--- config.mk ---
export PLATFORM = sky130hd
export DESIGN_NAME = harmonic_synth_flat
export DESIGN_NICKNAME = d
export VERILOG_FILES = /design/src/rtl/harmonic_synth_pkg.sv /design/src/rtl/harmonic_synth_if.sv /design/src/rtl/sine_lookup.sv /design/src/rtl/sine_rom.sv /design/src/rtl/harmonic_synth.sv /design/src/flat_wrapper.sv
export SDC_FILE = /design/constraint.sdc
export NUM_CORES = 1
export LEC_CHECK = 0
export BUFFER_PORTS_ARGS = -buffer_cell sky130_fd_sc_hd__buf_2
export CAP_MARGIN = 20
export CORE_UTILIZATION = 35
export DETAILED_ROUTE_END_ITERATION = 7
export SYNTH_ARGS = -nofsm -noshare
export SYNTH_HDL_FRONTEND = slang
export SYNTH_SLANG_ARGS = --single-unit
--- constraint.sdc ---
create_clock -name clk -period 10.3 [get_ports clk]
set_clock_uncertainty 0.15 [all_clocks]
set_input_delay 1.03 -clock clk [delete_from_list [all_inputs] [get_ports clk]]
set_output_delay 1.03 -clock clk [all_outputs]
set_load 0.005 [all_outputs]
--- src/rtl/harmonic_synth_pkg.sv ---
// rtl/harmonic_synth_pkg.sv - shared types and constants for the harmonic tone generator
// Purpose: phase field layout, weight encodings, FSM states and output clamp limits.
// Ports: none (package harmonic_pkg).
package harmonic_pkg;

   localparam int QUAD_W       = 2;
   localparam int ADDR_W       = 10;
   localparam int FRAC_W       = 10;
   localparam int PHASE_W      = QUAD_W + ADDR_W + FRAC_W;
   localparam int STEP_W       = 20;
   localparam int SAMPLE_W_DEF = 16;

   typedef enum logic [1:0] {
      W_ZERO    = 2'd0,
      W_QUARTER = 2'd1,
      W_HALF    = 2'd2,
      W_FULL    = 2'd3
   } weight_e;

   typedef enum logic [1:0] {
      S_IDLE,
      S_RUN,
      S_DRAIN,
      S_OUT
   } state_e;

   function automatic int sat_max(input int w);
      return (1 << (w - 1)) - 1;
   endfunction

   localparam int SAT_MAX = sat_max(SAMPLE_W_DEF);
   localparam int SAT_MIN = -SAT_MAX - 1;

endpackage

--- src/rtl/harmonic_synth_if.sv ---
// rtl/harmonic_synth_if.sv - sequencer-to-generator request/sample bundle
// Purpose: groups the request, tone settings and sample result of harmonic_synth.
// Ports: none; master = note sequencer side, slave = harmonic_synth side.
interface harmonic_synth_if import harmonic_pkg::*; #(
   parameter int NUM_HARMONICS = 3,
   parameter int SAMPLE_W      = 16
) ();

   logic                          play_enable;
   logic                          generate_next_sample;
   logic [STEP_W-1:0]             step_size;
   logic [2*NUM_HARMONICS-1:0]    weights;
   logic signed [SAMPLE_W-1:0]    harmonic_out;
   logic                          sample_ready;

   modport master (
      output play_enable, generate_next_sample, step_size, weights,
      input  harmonic_out, sample_ready
   );

   modport slave (
      input  play_enable, generate_next_sample, step_size, weights,
      output harmonic_out, sample_ready
   );

endinterface

--- src/rtl/sine_lookup.sv ---
// rtl/sine_lookup.sv - full-wave sine from the quarter-wave table, 1-cycle latency
// Purpose: unfolds quadrant 0..3 into rom[a], rom[~a], -rom[a], -rom[~a].
// Ports: clk; quad, addr (phase fields); sample (signed, one cycle after quad/addr).
module sine_lookup import harmonic_pkg::*; #(
   parameter int SAMPLE_W = 16
) (
   input  logic                       clk,
   input  logic [QUAD_W-1:0]          quad,
   input  logic [ADDR_W-1:0]          addr,
   output logic signed [SAMPLE_W-1:0] sample
);

   logic [ADDR_W-1:0]          rom_addr;
   logic [SAMPLE_W-2:0]        rom_data;
   logic                       neg_q;
   logic signed [SAMPLE_W-1:0] mag;

   // Odd quadrants read the table backwards (falling half of each lobe).
   assign rom_addr = quad[0] ? ~addr : addr;

   sine_rom #(.ADDR_W(ADDR_W), .DATA_W(SAMPLE_W - 1)) u_rom (
      .clk  (clk),
      .addr (rom_addr),
      .data (rom_data)
   );

   // Sign follows the table read by one cycle so it lines up with rom_data.
   always_ff @(posedge clk) begin
      neg_q <= quad[1];
   end

   assign mag    = $signed({1'b0, rom_data});
   assign sample = neg_q ? -mag : mag;

endmodule

--- src/rtl/sine_rom.sv ---
// rtl/sine_rom.sv - quarter-wave sine table with registered read
// Purpose: rom[a] = a*(2^(ADDR_W+1)-a) scaled so rom[2^ADDR_W-1] is full scale.
// Ports: clk; addr (table index); data (unsigned magnitude, valid one cycle after addr).
module sine_rom #(
   parameter int ADDR_W = 10,
   parameter int DATA_W = 15
) (
   input  logic              clk,
   input  logic [ADDR_W-1:0] addr,
   output logic [DATA_W-1:0] data
);

   localparam int PROD_W = 2 * ADDR_W + 1;
   localparam int SHIFT  = 2 * ADDR_W - DATA_W;
   localparam logic [PROD_W-1:0] SPAN = PROD_W'(2 ** (ADDR_W + 1));

   logic [PROD_W-1:0] ext;
   logic [PROD_W-1:0] prod;

   // Parabolic quarter-wave: zero at index 0, peak at the last index.
   always_comb begin
      ext  = PROD_W'(addr);
      prod = ext * (SPAN - ext);
   end

   always_ff @(posedge clk) begin
      data <= DATA_W'(prod >> SHIFT);
   end

endmodule

--- src/rtl/harmonic_synth.sv ---
// rtl/harmonic_synth.sv - time-multiplexed multi-harmonic tone generator
// Purpose: per request, sums weighted sine samples of harmonics 1..N over one shared lookup.
// Ports: clk; reset (sync, active-high); bus (slave: play_enable, generate_next_sample,
//        step_size, weights in; harmonic_out, sample_ready out).
module harmonic_synth import harmonic_pkg::*; #(
   parameter int NUM_HARMONICS = 3,
   parameter int SAMPLE_W      = SAMPLE_W_DEF
) (
   input  logic            clk,
   input  logic            reset,
   harmonic_synth_if.slave bus
);

   localparam int H_W     = (NUM_HARMONICS > 1) ? $clog2(NUM_HARMONICS) : 1;
   localparam int H_SLOTS = 1 << H_W;
   localparam int ACC_W   = SAMPLE_W + $clog2(NUM_HARMONICS) + 1;
   localparam int SAT_HI  = (SAMPLE_W == SAMPLE_W_DEF) ? SAT_MAX : sat_max(SAMPLE_W);
   localparam int SAT_LO  = (SAMPLE_W == SAMPLE_W_DEF) ? SAT_MIN : -sat_max(SAMPLE_W) - 1;
   localparam logic signed [ACC_W-1:0] ACC_HI = ACC_W'(SAT_HI);
   localparam logic signed [ACC_W-1:0] ACC_LO = ACC_W'(SAT_LO);
   localparam logic [H_W-1:0] H_LAST = H_W'(NUM_HARMONICS - 1);

   state_e state, state_nxt;
   logic [H_W-1:0]             h;
   // Padded to a power of two so h indexes cleanly; slots >= NUM_HARMONICS stay zero.
   logic [PHASE_W-1:0]         phase [H_SLOTS];
   logic signed [ACC_W-1:0]    acc;
   logic                       issue_d;
   weight_e                    wt_d;

   logic                       start, issue, finish;
   logic [PHASE_W-1:0]         cur_phase, step_mult;
   logic [2*H_SLOTS-1:0]       w_pad;
   weight_e                    cur_w;
   logic signed [SAMPLE_W-1:0] lk_sample, weighted, sat_val;

   always_comb begin
      state_nxt = state;
      start     = 1'b0;
      issue     = 1'b0;
      finish    = 1'b0;
      case (state)
         S_IDLE: if (bus.generate_next_sample) begin
            start     = 1'b1;
            state_nxt = S_RUN;
         end
         S_RUN: begin
            issue = 1'b1;
            if (h == H_LAST) state_nxt = S_DRAIN;
         end
         S_DRAIN: state_nxt = S_OUT;
         S_OUT: begin
            finish    = 1'b1;
            state_nxt = S_IDLE;
         end
         default: state_nxt = S_IDLE;
      endcase
   end

   always_comb begin
      cur_phase = phase[h];
      w_pad     = (2*H_SLOTS)'(bus.weights);
      cur_w     = weight_e'(w_pad[{h, 1'b0} +: 2]);
      step_mult = PHASE_W'(bus.step_size) * (PHASE_W'(h) + PHASE_W'(1));
   end

   sine_lookup #(.SAMPLE_W(SAMPLE_W)) u_lookup (
      .clk    (clk),
      .quad   (cur_phase[PHASE_W-1 -: QUAD_W]),
      .addr   (cur_phase[FRAC_W +: ADDR_W]),
      .sample (lk_sample)
   );

   // The weight travels with the issue so it applies to the word returning a cycle later.
   always_comb begin
      case (wt_d)
         W_ZERO:    weighted = '0;
         W_QUARTER: weighted = lk_sample >>> 2;
         W_HALF:    weighted = lk_sample >>> 1;
         default:   weighted = lk_sample;
      endcase
      if (acc > ACC_HI)      sat_val = SAMPLE_W'(ACC_HI);
      else if (acc < ACC_LO) sat_val = SAMPLE_W'(ACC_LO);
      else                   sat_val = acc[SAMPLE_W-1:0];
   end

   always_ff @(posedge clk) begin
      if (reset) begin
         state            <= S_IDLE;
         h                <= '0;
         acc              <= '0;
         issue_d          <= 1'b0;
         wt_d             <= W_ZERO;
         bus.harmonic_out <= '0;
         bus.sample_ready <= 1'b0;
         for (int i = 0; i < H_SLOTS; i++) phase[i] <= '0;
      end else begin
         state            <= state_nxt;
         issue_d          <= issue;
         wt_d             <= cur_w;
         bus.sample_ready <= finish;
         if (start) begin
            acc <= '0;
            h   <= '0;
         end else begin
            if (issue_d) acc <= acc + ACC_W'(weighted);
            if (issue) begin
               h <= h + H_W'(1);
               // Lookup already used the pre-update phase this cycle.
               if (bus.play_enable) phase[h] <= cur_phase + step_mult;
            end
         end
         if (finish) bus.harmonic_out <= bus.play_enable ? sat_val : '0;
      end
   end

endmodule
--- src/flat_wrapper.sv ---
// flat-port wrapper written by rule: the top's interface ports become plain ports
module harmonic_synth_flat import harmonic_pkg::*;
#(
   parameter int NUM_HARMONICS = 3,
   parameter int SAMPLE_W      = SAMPLE_W_DEF
)
  (clk, reset, bus_play_enable, bus_generate_next_sample, bus_step_size, bus_weights, bus_harmonic_out, bus_sample_ready);
  harmonic_synth_if #(.NUM_HARMONICS(NUM_HARMONICS), .SAMPLE_W(SAMPLE_W)) bus_i ();
  input  logic clk;
  input  logic reset;
  input wire logic [$bits(bus_i.play_enable)-1:0] bus_play_enable;
  input wire logic [$bits(bus_i.generate_next_sample)-1:0] bus_generate_next_sample;
  input wire logic [$bits(bus_i.step_size)-1:0] bus_step_size;
  input wire logic [$bits(bus_i.weights)-1:0] bus_weights;
  output wire logic [$bits(bus_i.harmonic_out)-1:0] bus_harmonic_out;
  output wire logic [$bits(bus_i.sample_ready)-1:0] bus_sample_ready;
  assign bus_i.play_enable = bus_play_enable;
  assign bus_i.generate_next_sample = bus_generate_next_sample;
  assign bus_i.step_size = bus_step_size;
  assign bus_i.weights = bus_weights;
  assign bus_harmonic_out = bus_i.harmonic_out;
  assign bus_sample_ready = bus_i.sample_ready;
  harmonic_synth #(.NUM_HARMONICS(NUM_HARMONICS), .SAMPLE_W(SAMPLE_W)) u_core (.clk(clk), .reset(reset), .bus(bus_i));
endmodule
==> Word-level counts from Yosys, hierarchy flattened <==
Memories as Yosys holds them, arrays and structs flattened. A register that Yosys moved wholly into a read port is not among the register bits.
Cells that the tools add are included.
{ "word_totals": {"register_bits": 59, "n_memories": 1, "in_bits": 30, "out_inout_bits": 17, "ramBits": 88} }
{ "memory_table": {"columns": ["name", "words", "width", "read_ports", "rd_ports_with_merged_regs", "wr", "line", "source"], "rows": [
  ["u_core.phase", 4, 22, 1, 1, 4, "harmonic_synth.sv:26", "logic [PHASE_W-1:0] phase [H_SLOTS];"]
]} }
{ "op_classes": {"mul": 2, "addsub": 6, "n_reduce_logical": 5, "eq_ne": 8, "bitwise": 1, "n_mux": 25, "shift": 1, "magnitude_cmp": 2} }
{ "ops": {"columns": ["op", "count"], "rows": [
  ["2-to-1 mux 16 bit", 4],
  ["one-hot mux 16 bit (3 select lines)", 1],
  ["adder 22 bit", 1],
  ["multiplier 20 x 22 -> 22 bit", 1],
  ["2-to-1 mux 22 bit", 1],
  ["OR reduction 22 bit", 1],
  ["multiplier 11 x 13 -> 20 bit", 1],
  ["adder 19 x 16 -> 19 bit", 1],
  ["greater-than comparator 19 x 16 -> 1 bit, second input constant", 1],
  ["< comparator 19 x 16 -> 1 bit, second input constant", 1],
  ["negation 15 -> 16 bit", 1],
  ["subtractor 12 x 10 -> 13 bit, first input constant", 1],
  ["2-to-1 mux 1 bit", 12],
  ["2-to-1 mux 10 bit", 1],
  ["2-to-1 mux 2 bit", 5],
  ["NOT 10 bit", 1],
  ["== test 2 bit, second input constant", 4],
  ["one-hot mux 2 bit (4 select lines)", 1],
  ["indexed part select 8 x 4 -> 2 bit", 1],
  ["== test 2 x 1 -> 1 bit, second input constant", 2],
  ["zero test 2 bit", 2],
  ["adder 2 x 1 -> 3 bit, second input constant", 1],
  ["adder 2 x 1 -> 2 bit, second input constant", 1],
  ["!= test 2 x 1 -> 1 bit, second input constant", 1],
  ["3 further kinds", 3]
]} }

==> Longest topological paths before layout <==
Gate-level depths: netlist of the first run.
{ "depth": {"word_depth": 8, "depth_mapped": 30, "ltp_nobuf": 28} }

==> Modules after synthesis <==
Synthesis of the first run repeated with hierarchy kept, for this count alone.
{ "unflattened": {"cells_unflattened": 1477, "hier_area_um2": 13814.5} }
{ "modules_own_cells": {"columns": ["module", "cells_each", "area_each_um2", "instances"], "rows": [
  ["harmonic_synth", 959, 9178.8, 1],
  ["sine_rom", 459, 4184.0, 1],
  ["sine_lookup", 59, 451.7, 1]
]} }

==> Worst setup path after synthesis of the first run <==
OpenSTA, ideal clock, no wires.
{ "synth_path": {"path_kind": "flip-flop to flip-flop", "from": "register (tool-made name)", "to": "register u_core.u_lookup.u_rom.data[14]", "arrival_time_ns": 7.374, "path_stages_with_launch": 29, "path_slack_ns": 2.704, "setup_ns": 0.072, "period_less_slack_ns": 7.596, "n_path_buf": 2, "cell_sequence": "dfxtp_1 > mux4_2 > buf_1 > nor2b_1 > nor2_1 > clkbuf_1 > ha_1 > nand2_1 > nor3_1 > and3_1 > ha_1 > nand2b_1 > fa_1 > inv_1 > fa_1 > inv_1 > fa_1 > fa_1 > fa_1 > inv_1 > ha_1 > a21o_1 > a21o_1 > a21oi_1 > o21ai_0 > a211o_1 > a21o_1 > a21oi_1 > xnor2_1"} }
{ "synth_lines": {"columns": ["element", "line", "source"], "rows": [
  ["end signal: assignment", "sine_rom.sv:27", "data <= DATA_W'(prod >> SHIFT);"],
  ["end: declaration", "sine_rom.sv:10", "output logic [DATA_W-1:0] data"]
]} }

==> results of run 1 <==
worst register-to-register path: cells and delay by family, from the launching register on:
kind	cells	cell delay [ns]
compound gates	7	1.32
xor+xnor	2	0.37
fa+ha+maj	8	3.42
buf+inv	5	1.00
flops	1	0.61
mux	1	0.66
simple gates	4	0.96
final cells by class:
type | count | area (sq um)
clock buffers | 18 | 429
well taps | 504 | 631
fillers | 3615 | 22300
multi-input cells | 996 | 8440
inverters | 197 | 739
clock inverters | 13 | 171
flip-flops and latches | 149 | 3860
repair buffers | 59 | 348
state kept, by name, summed over array words and instances, names as in the netlist, named ones only:
| signal | flops |
|---|---|
| u_core.u_lookup.u_rom.data | 15 |
| u_core.state | 2 |
| u_core.h | 2 |
| u_core.phase | 88 |
| u_core.bus.sample_ready | 1 |
| u_core.issue_d | 1 |
| u_core.u_lookup.neg_q | 1 |
| u_core.acc | 19 |
| u_core.bus.harmonic_out | 16 |
| u_core.wt_d | 2 |
per-layer routing:
metal	GRT usage, %	vias to the layer above	share of wire, %
met5	0	-	0
li1	-	4625	-
met4	4.80	0	1.5
met3	2.53	31	4.0
met2	27.2	190	47
met1	22.2	4625	47
layout by cell type, fill, tap and decap left out, types with 9 or more instances in the layout:
cell type,n
edfxtp_1,88
inv_1,197
mux4_2,22
mux2i_1,22
a21oi_1,60
nand2_1,96
ha_1,111
o21ai_0,60
nand2b_1,82
buf_4,12
xor2_1,30
nor2b_1,15
clkbuf_16,17
conb_1,9
a21o_1,21
xnor2_1,44
buf_2,46
dfxtp_1,61
fa_1,116
nor3_1,12
nor2_1,182
nand3_1,12
cells by family after synthesis:
group | Yosys count
and+or+nand+nor | 440
buffers and inverters | 245
AOI/OAI and AO/OA | 202
adders and majority gates | 227
xor gates and xnor gates | 74
DFF | 149
muxes | 44
other | 2
worst max path at each step:
| stage | startpoint | depth (start not counted) | endpoint |
|---|---|---|---|
| floorplan | flop | 28 | u_core.u_lookup.u_rom.data[14] |
| global placement | flop | 27 | u_core.u_lookup.u_rom.data[14] |
| detailed placement | flop | 27 | u_core.u_lookup.u_rom.data[14] |
| CTS | flop | 27 | u_core.u_lookup.u_rom.data[14] |
| global route | flop | 27 | u_core.u_lookup.u_rom.data[14] |
| finish | flop | 27 | u_core.u_lookup.u_rom.data[14] |
metrics by stage:
stage               util (%)  worst slack [ns]  instance area [sq um]  hold WS, ns
floorplan                  -              2.70                  13200        0.312
global placement        37.9              1.97                  14000        0.304
CTS                     39.6              1.73                  14600        0.317
detailed placement      37.9              1.74                  14000        0.307
finish                  39.6              1.76                  14600        0.313
global route            39.6              1.31                  14600        0.343
==> reports/results.txt, run 1 <==
Outcome: finished clean
Max Buffers Root-to-Sink: 2
Max_slew headroom: 27.5%
Synth Area in XOR/XNOR: 4.91%
CTS Root Cell: clkbuf_16
Initial DRC Count: 464
Critical path class: flop to flop
Grt total ovfl: 0
Fin crit share: 82.9%
Final Critical Period: 8.54 ns
Initial antenna violation count: 0
Residual DRC: 0
Achievable Freq: 0.117 GHz
Port Buffer Count: 46
Top cells by count, synth: inv_1 (197), nor2_1 (182), fa_1 (116), ha_1 (111), nand2_1 (96)
Total wire length: 30500 um
Slowest cell on crit path: mux4_2
Area Overhead vs Synth: 10.8%
Worst-Margin Slew: 1.08 ns
Synth top area share: 20.0%
Non-filler cells, final: 1936
RSZ-0062 raised after global routing: no
Synthesized area per cell: 9.54 sq um
Final Hold Fails: 0
# H-tree levels: 4
Core area: 36900 sq um
Final setup viols: 0
Kind of end point of the critical path: flop
Netlist cell types: 62
Synth top area cells: edfxtp_1 (20%), fa_1 (18%), ha_1 (11%)
FF-to-FF path depth: 27
Register area share after synthesis: 29.3%
Share of cells above drive strength 1: 8.73%
Post-CTS Resized: 0
Chip Height: 196 um
Count leader, synth: inv_1
DP Cell Count: 1904
Via count: 9471
Adder-Cell Fraction of Synth Area: 28.1%
Site Rows: 70
Starting density of the core: 35.8%
Top delay family on crit path: adder cells
GRT Total Usage: 16.5%
Setup tns final: 0 ns
Vias in the first global route: 9518
Worst hold path type: flop to flop
R2r endpoint: u_core.u_lookup.u_rom.data[14]
Crit Path Max Fanout: 16
Die ar.: 38500 sq um
Cts hold-fix bufs: 0
Synth Cell Area: 13200 sq um
Compound-Gate Fraction of Synth Area: 9.51%
Post-DR vias/cell: 4.89
Flops & latches, synth: 149
Number of max-cap violations: 0
Post-synthesis mux area share: 5.42%
Number of max-slew violations in the final report: 0
Setup bufs post-CTS: 0
Warnings, synthesis: 0
R2r setup slk: 1.76 ns
Async SR Flop Fraction: 0%
Hold Startpoint: u_core.bus.harmonic_out[12]
DRT antenna net count: 0
Ant. Diodes: 0
First-pass GRT wire length: 49500 um
Top Ports: 47
CTS tree: done
TritonCTS Buffers: 17
CP arrival: 8.75 ns
Die width: 196 um
Detailed placement HPWL: 23100 um
Predominant post-synthesis flop cell: edfxtp_1
WP buf/inv: 5
Largest family of logic cells by synthesized area: adder cells
Worst hold path depth: 2
Placer Congestion: 0.890
Largest area contributor in the netlist: edfxtp_1
Worst skew pair latency: 0.44 ns
Worst path required time: 10.51 ns
Cell count after synthesis: 1383
Post-synthesis simple-gate area fraction: 15.7%
Hold Path Sink: u_core.bus.harmonic_out[12]
Total iterations of the first detailed-routing run: 5
Clock Sinks: 149
CP peak stage delay: 0.65 ns
Clock slew at reported path FFs: 0.07 ns
Cell mode on critical path: fa_1
Pin count of the biggest net entering global routing: 28
Final net count: 1677
WL per Instance: 15.8 um
Count of flip-flops with a built-in enable after synthesis: 88
Critical Path Start Type: flop
Power of run 1 is left out: the tool's default activity adds up to more than one toggle a clock period on the data nets, which glitch-free logic cannot reach.
==> run 2, diff against run 1 <==
- clock period: 10.3 -> 7.3 ns (I/O delays scaled with it)
==> run 2 against run 1 <==
Register-to-register slack worse by 1.5 ns; sequential share of layout area decreased by 0.65 points; sequential cell count stayed put; final area rose by 2.6%; die area did not move; critical path type unchanged; critical endpoint unchanged.
==> reports/results.txt, run 2 (synthesis gave the netlist of run 1 again) <==
Outcome: finished clean
Initial DRC Count: 517 (+11%)
First-pass GRT wire length: 49400 um (-0.31%)
# H-tree levels: 4 (unchanged)
Die width: 196 um (unchanged)
Site Rows: 70 (unchanged)
Kind of end point of the critical path: flop
Pin count of the biggest net entering global routing: 28 (unchanged)
Commonest non-fill, non-tap cell in the layout: inv_1
Share of cells above drive strength 1: 12.2% (+3.4 points)
Number of flip-flops in the largest register: 88 (unchanged)
Residual DRC: 0 (unchanged)
Register area: 3870 sq um (about the same)
Final setup viols: 0 (unchanged)
Number of max-cap violations: 0 (unchanged)
CTS Root Cell: clkbuf_16
Worst path required time: 7.51 ns (-3.00 ns)
Final net count: 1717 (+2.4%)
Placer Congestion: 0.911 (+2.3%)
Clock slew at reported path FFs: 0.06 ns (about the same)
Worst skew pair latency: 0.44 ns (about the same)
Die ar.: 38500 sq um (unchanged)
Grt total ovfl: 0 (unchanged)
WL per Instance: 15.3 um (-3.2%)
Top Ports: 47 (unchanged)
Max Buffers Root-to-Sink: 2 (unchanged)
DRT antenna net count: 0 (unchanged)
CP endpoint: u_core.u_lookup.u_rom.data[14]
Final Hold Fails: 0 (unchanged)
Largest Register: u_core.phase
Critical Path Start Type: flop
Chip Height: 196 um (unchanged)
Initial antenna violation count: 0 (unchanged)
Total iterations of the first detailed-routing run: 5 (unchanged)
Achievable Freq: 0.142 GHz (+21%)
Most frequent cells in the layout: inv_1 (197), nor2_1 (181), fa_1 (116)
Post-DR vias/cell: 4.89 (about the same)
Crit Path Max Fanout: 8 (-8)
WHS: 0.314 ns (+0.00118 ns)
Final Critical Period: 7.04 ns (-1.50 ns)
R2r setup slk: 0.26 ns (-1.50 ns)
# fillers: 3687 (+2.0%)
R2r endpoint: u_core.u_lookup.u_rom.data[14]
Clock Sinks: 149 (unchanged)
Max_slew headroom: 26.8% (-0.63 points)
Number of max-slew violations in the final report: 0 (unchanged)
Critical path class: flop to flop
TritonCTS Buffers: 17 (unchanged)
Detailed placement HPWL: 23500 um (+1.9%)
Starting density of the core: 35.8% (unchanged)
Area Overhead vs Synth: 13.7%
Fin crit share: 96.4% (+14 points)
Total wire length: 30200 um (-1.1%)
Biggest regs: u_core.phase x88, u_core.acc x19, u_core.bus.harmonic_out x16
Worst hold path depth: 2 (unchanged)
Worst hold path type: flop to flop
Vias in the first global route: 9726 (+2.2%)
CTS tree: done
Via count: 9674 (+2.1%)
Core area: 36900 sq um (unchanged)
Ant. Diodes: 0 (unchanged)
GRT Total Usage: 16.3% (-0.20 points)
Port Buffer Count: 46 (unchanged)
Worst-Margin Slew: 1.09 ns (+0.0104 ns)
CP arrival: 7.25 ns (-1.50 ns)
FF-to-FF path depth: 25 (-7.4%)
Multi-input combinational cell area: 8520 sq um (+1.0%)
run 2: per-stage QoR:
stage | cells | worst slack (ns) | setup TNS, ns | utilization [%] | cell area, sq um
finish | 1977 | 0.260 | 0 | 40.7 | 15000
global route | 1977 | -0.0484 | -0.0561 | 40.7 | 15000
CTS | 1974 | 0.00554 | 0 | 40.4 | 14900
detailed placement | 1941 | -0.0138 | -0.0138 | 38.7 | 14300
global placement | 1941 | 0.0380 | 0 | 38.7 | 14300
floorplan | 1390 | 0.0110 | 0 | - | 13200
run 2: worst min-delay path by stage:
stage                                            from                     endpoint  slack, ns
after floorplan           u_core.bus.harmonic_out[15]  u_core.bus.harmonic_out[15]       0.31
after global placement     u_core.bus.harmonic_out[9]   u_core.bus.harmonic_out[9]       0.30
after detailed placement   u_core.bus.harmonic_out[3]   u_core.bus.harmonic_out[3]       0.31
after CTS                  u_core.bus.harmonic_out[3]   u_core.bus.harmonic_out[3]       0.32
after global routing      u_core.bus.harmonic_out[15]  u_core.bus.harmonic_out[15]       0.34
final                      u_core.bus.harmonic_out[3]   u_core.bus.harmonic_out[3]       0.31
run 2: repair_timing:
action	CTS	global route
setup endpoints to repair	2	8
hold buffers	0	0
buffers inserted	1	3
pin swaps	1	4
resized for setup	0	18
run 2: layer usage:
layer  routed length, um  vias to the layer above  global-route usage, %
met5                   0                        -                      0
met1               14000                     4800                   21.9
met4                 339                        0                   3.39
met2               14700                      152                   27.3
met3                1140                       20                   3.03
li1                    -                     4702                      -
run 2: final cells by class:
class	instances	area share (%)
clock buffers	18	2.86
clock inverters	14	1.15
inverters	197	4.93
multi-input cells	996	56.8
flip-flops and latches	149	25.8
well taps	504	4.20
repair buffers	99	4.26
run 2: worst max-delay path: stages, from the launching register on:
cell,delay (ns)
dfxtp_4,0.37
mux4_2,0.61
buf_4,0.19
xor2_2,0.18
nor4_2,0.28
buf_4,0.18
ha_2,0.31
nand2b_1,0.17
fa_1,0.46
fa_1,0.51
inv_1,0.04
ha_1,0.31
fa_1,0.54
inv_1,0.06
fa_1,0.55
inv_1,0.05
ha_1,0.21
nor3_2,0.13
nand4_1,0.19
o211a_1,0.32
o21a_1,0.20
o21a_1,0.18
a211o_1,0.27
a21o_1,0.21
a21oi_2,0.15
xnor2_1,0.12
Power of run 2 is left out for the same reason.
==> run 3, diff against run 2 <==
- CORE_UTILIZATION: 35 -> 45
- HOLD_SLACK_MARGIN: default -> 0.08
==> run 3 against run 2 <==
Die area is 22% lower; routed wire length rose by 0.27%; global-route usage up 4.9 points; utilization up 11 points; count of clock-buffer cells in the layout shrank 1; maximum frequency decreased by 0.29%; register-to-register slack worse by 0.02 ns; sequential cell count did not move; first-iteration DRC count fell by 5.2%; hold slack better by 0.00097 ns; critical endpoint unchanged.
==> reports/results.txt, run 3 (synthesis gave the netlist of run 1 again) <==
Outcome: finished clean
Max_slew headroom: 26.5% (-0.29 points)
Chip Height: 173 um (-12%)
Max Buffers Root-to-Sink: 2 (unchanged)
Die ar.: 30000 sq um (-22%)
CP arrival: 7.26 ns (about the same)
FF-to-FF path depth: 25 (unchanged)
Kind of end point of the critical path: flop
Achievable Freq: 0.142 GHz (-0.29%)
Cts hold-fix bufs: 0 (unchanged)
Worst hold path type: flop to flop
Total wire length: 30200 um (+0.27%)
Clock slew at reported path FFs: 0.07 ns (about the same)
Ant. Diodes: 0 (unchanged)
Slowest cell on crit path: mux4_2
Site Rows: 62 (-11%)
CTS tree: done
GRT Total Usage: 21.2% (+4.9 points)
CP peak stage delay: 0.55 ns (-0.06 ns)
Clock Sinks: 149 (unchanged)
Fin crit share: 96.7% (+0.28 points)
DRT antenna net count: 0 (unchanged)
Die width: 173 um (-12%)
Number of max-cap violations: 0 (unchanged)
Worst skew pair latency: 0.43 ns (about the same)
TritonCTS Buffers: 17 (unchanged)
Detailed placement HPWL: 23600 um (+0.28%)
Starting density of the core: 45.8% (+10 points)
Final setup viols: 0 (unchanged)
Worst-Margin Slew: 1.10 ns (+0.00427 ns)
First-pass GRT wire length: 50300 um (+1.9%)
Vias in the first global route: 9980 (+2.6%)
Pin count of the biggest net entering global routing: 28 (unchanged)
Commonest non-fill, non-tap cell in the layout: inv_1
Cell mode on critical path: fa_1
Largest Register: u_core.phase
Post-DR vias/cell: 5.19 (+6.0%)
Final Critical Period: 7.06 ns (+0.0207 ns)
Top Ports: 47 (unchanged)
WL per Instance: 16.3 um (+6.7%)
Number of flip-flops in the largest register: 88 (unchanged)
R2r setup slk: 0.24 ns (-0.02 ns)
Core area: 28800 sq um (-22%)
Share of cells above drive strength 1: 12.8% (+0.67 points)
Biggest regs: u_core.phase x88, u_core.acc x19, u_core.bus.harmonic_out x16
# H-tree levels: 4 (unchanged)
Critical path class: flop to flop
Crit Path Max Fanout: 11 (+3)
CTS Root Cell: clkbuf_16
Total iterations of the first detailed-routing run: 5 (unchanged)
Grt total ovfl: 0 (unchanged)
Final Hold Fails: 0 (unchanged)
Port Buffer Count: 46 (unchanged)
Final net count: 1718 (+0.058%)
Number of max-slew violations in the final report: 0 (unchanged)
R2r endpoint: u_core.u_lookup.u_rom.data[14]
Residual DRC: 0 (unchanged)
Initial antenna violation count: 0 (unchanged)
Area Overhead vs Synth: 13.1%
Critical Path Start Type: flop
Most frequent cells in the layout: inv_1 (197), nor2_1 (181), fa_1 (116)
CP endpoint: u_core.u_lookup.u_rom.data[14]
Initial DRC Count: 490 (-5.2%)
Worst path required time: 7.50 ns (about the same)
Setup tns final: 0 ns (unchanged)
Placer Congestion: 0.916 (+0.59%)
Via count: 9639 (-0.36%)
run 3: final cells by class:
| class | count | area, sq um |
|---|---|---|
| Timing Repair Buffer | 100 | 643 |
| Fill cell | 2644 | 13900 |
| Inverter | 197 | 739 |
| Tap cell | 384 | 480 |
| Sequential cell | 149 | 3870 |
| Clock buffer | 17 | 425 |
| Clock inverter | 15 | 190 |
| Multi-Input combinational cell | 996 | 8580 |
run 3: worst max-delay path, delay by kind of cell (launching register included):
family / cells / cell delay, ns
adder cells (fa/ha/maj): 7 / 2.97
AO/OA/AOI/OAI: 6 / 1.33
multiplexers: 1 / 0.55
AND/OR/NAND/NOR: 4 / 0.62
flip-flops: 1 / 0.39
buffers and inverters: 5 / 0.55
XOR/XNOR: 2 / 0.40
run 3: worst min path at each step:
stage	start	to	slack, ns	cells past startpoint
2_1_floorplan	u_core.bus.harmonic_out[15]	u_core.bus.harmonic_out[15]	0.31	2
3_3_place_gp	u_core.bus.harmonic_out[13]	u_core.bus.harmonic_out[13]	0.30	2
3_5_place_dp	u_core.bus.harmonic_out[5]	u_core.bus.harmonic_out[5]	0.31	2
4_1_cts	u_core.bus.harmonic_out[5]	u_core.bus.harmonic_out[5]	0.32	2
5_1_grt	u_core.bus.harmonic_out[5]	u_core.bus.harmonic_out[5]	0.34	2
6_report	u_core.bus.harmonic_out[3]	u_core.bus.harmonic_out[3]	0.31	2
run 3: layer usage:
metal  vias to the layer above  GRT usage, %  wire length [um]
met3                        24          3.09              1000
met5                         -             0                 0
met4                         0          5.05               341
met2                       149          36.6             15100
li1                       4700             -                 -
met1                      4766          28.1             13800
run 3: repair_timing:
item                                    CTS  global route
resized for setup                         2            21
endpoints found under the setup margin    2             5
setup buffers                             0             2
pin swaps                                 0             9
run 3: per-stage QoR:
stage / setup WS (ns) / hold WS, ns / util, % / cell area, sq um / cells
2_1_floorplan: 0.0110 / 0.312 / - / 13200 / 1390
3_3_place_gp: 0.0682 / 0.301 / 49.2 / 14200 / 1824
3_5_place_dp: -0.111 / 0.309 / 49.2 / 14200 / 1824
4_1_cts: 0.0618 / 0.321 / 51.4 / 14800 / 1856
5_1_grt: -0.0166 / 0.345 / 51.9 / 14900 / 1858
6_report: 0.240 / 0.315 / 51.9 / 14900 / 1858
Power of run 3 is left out for the same reason.
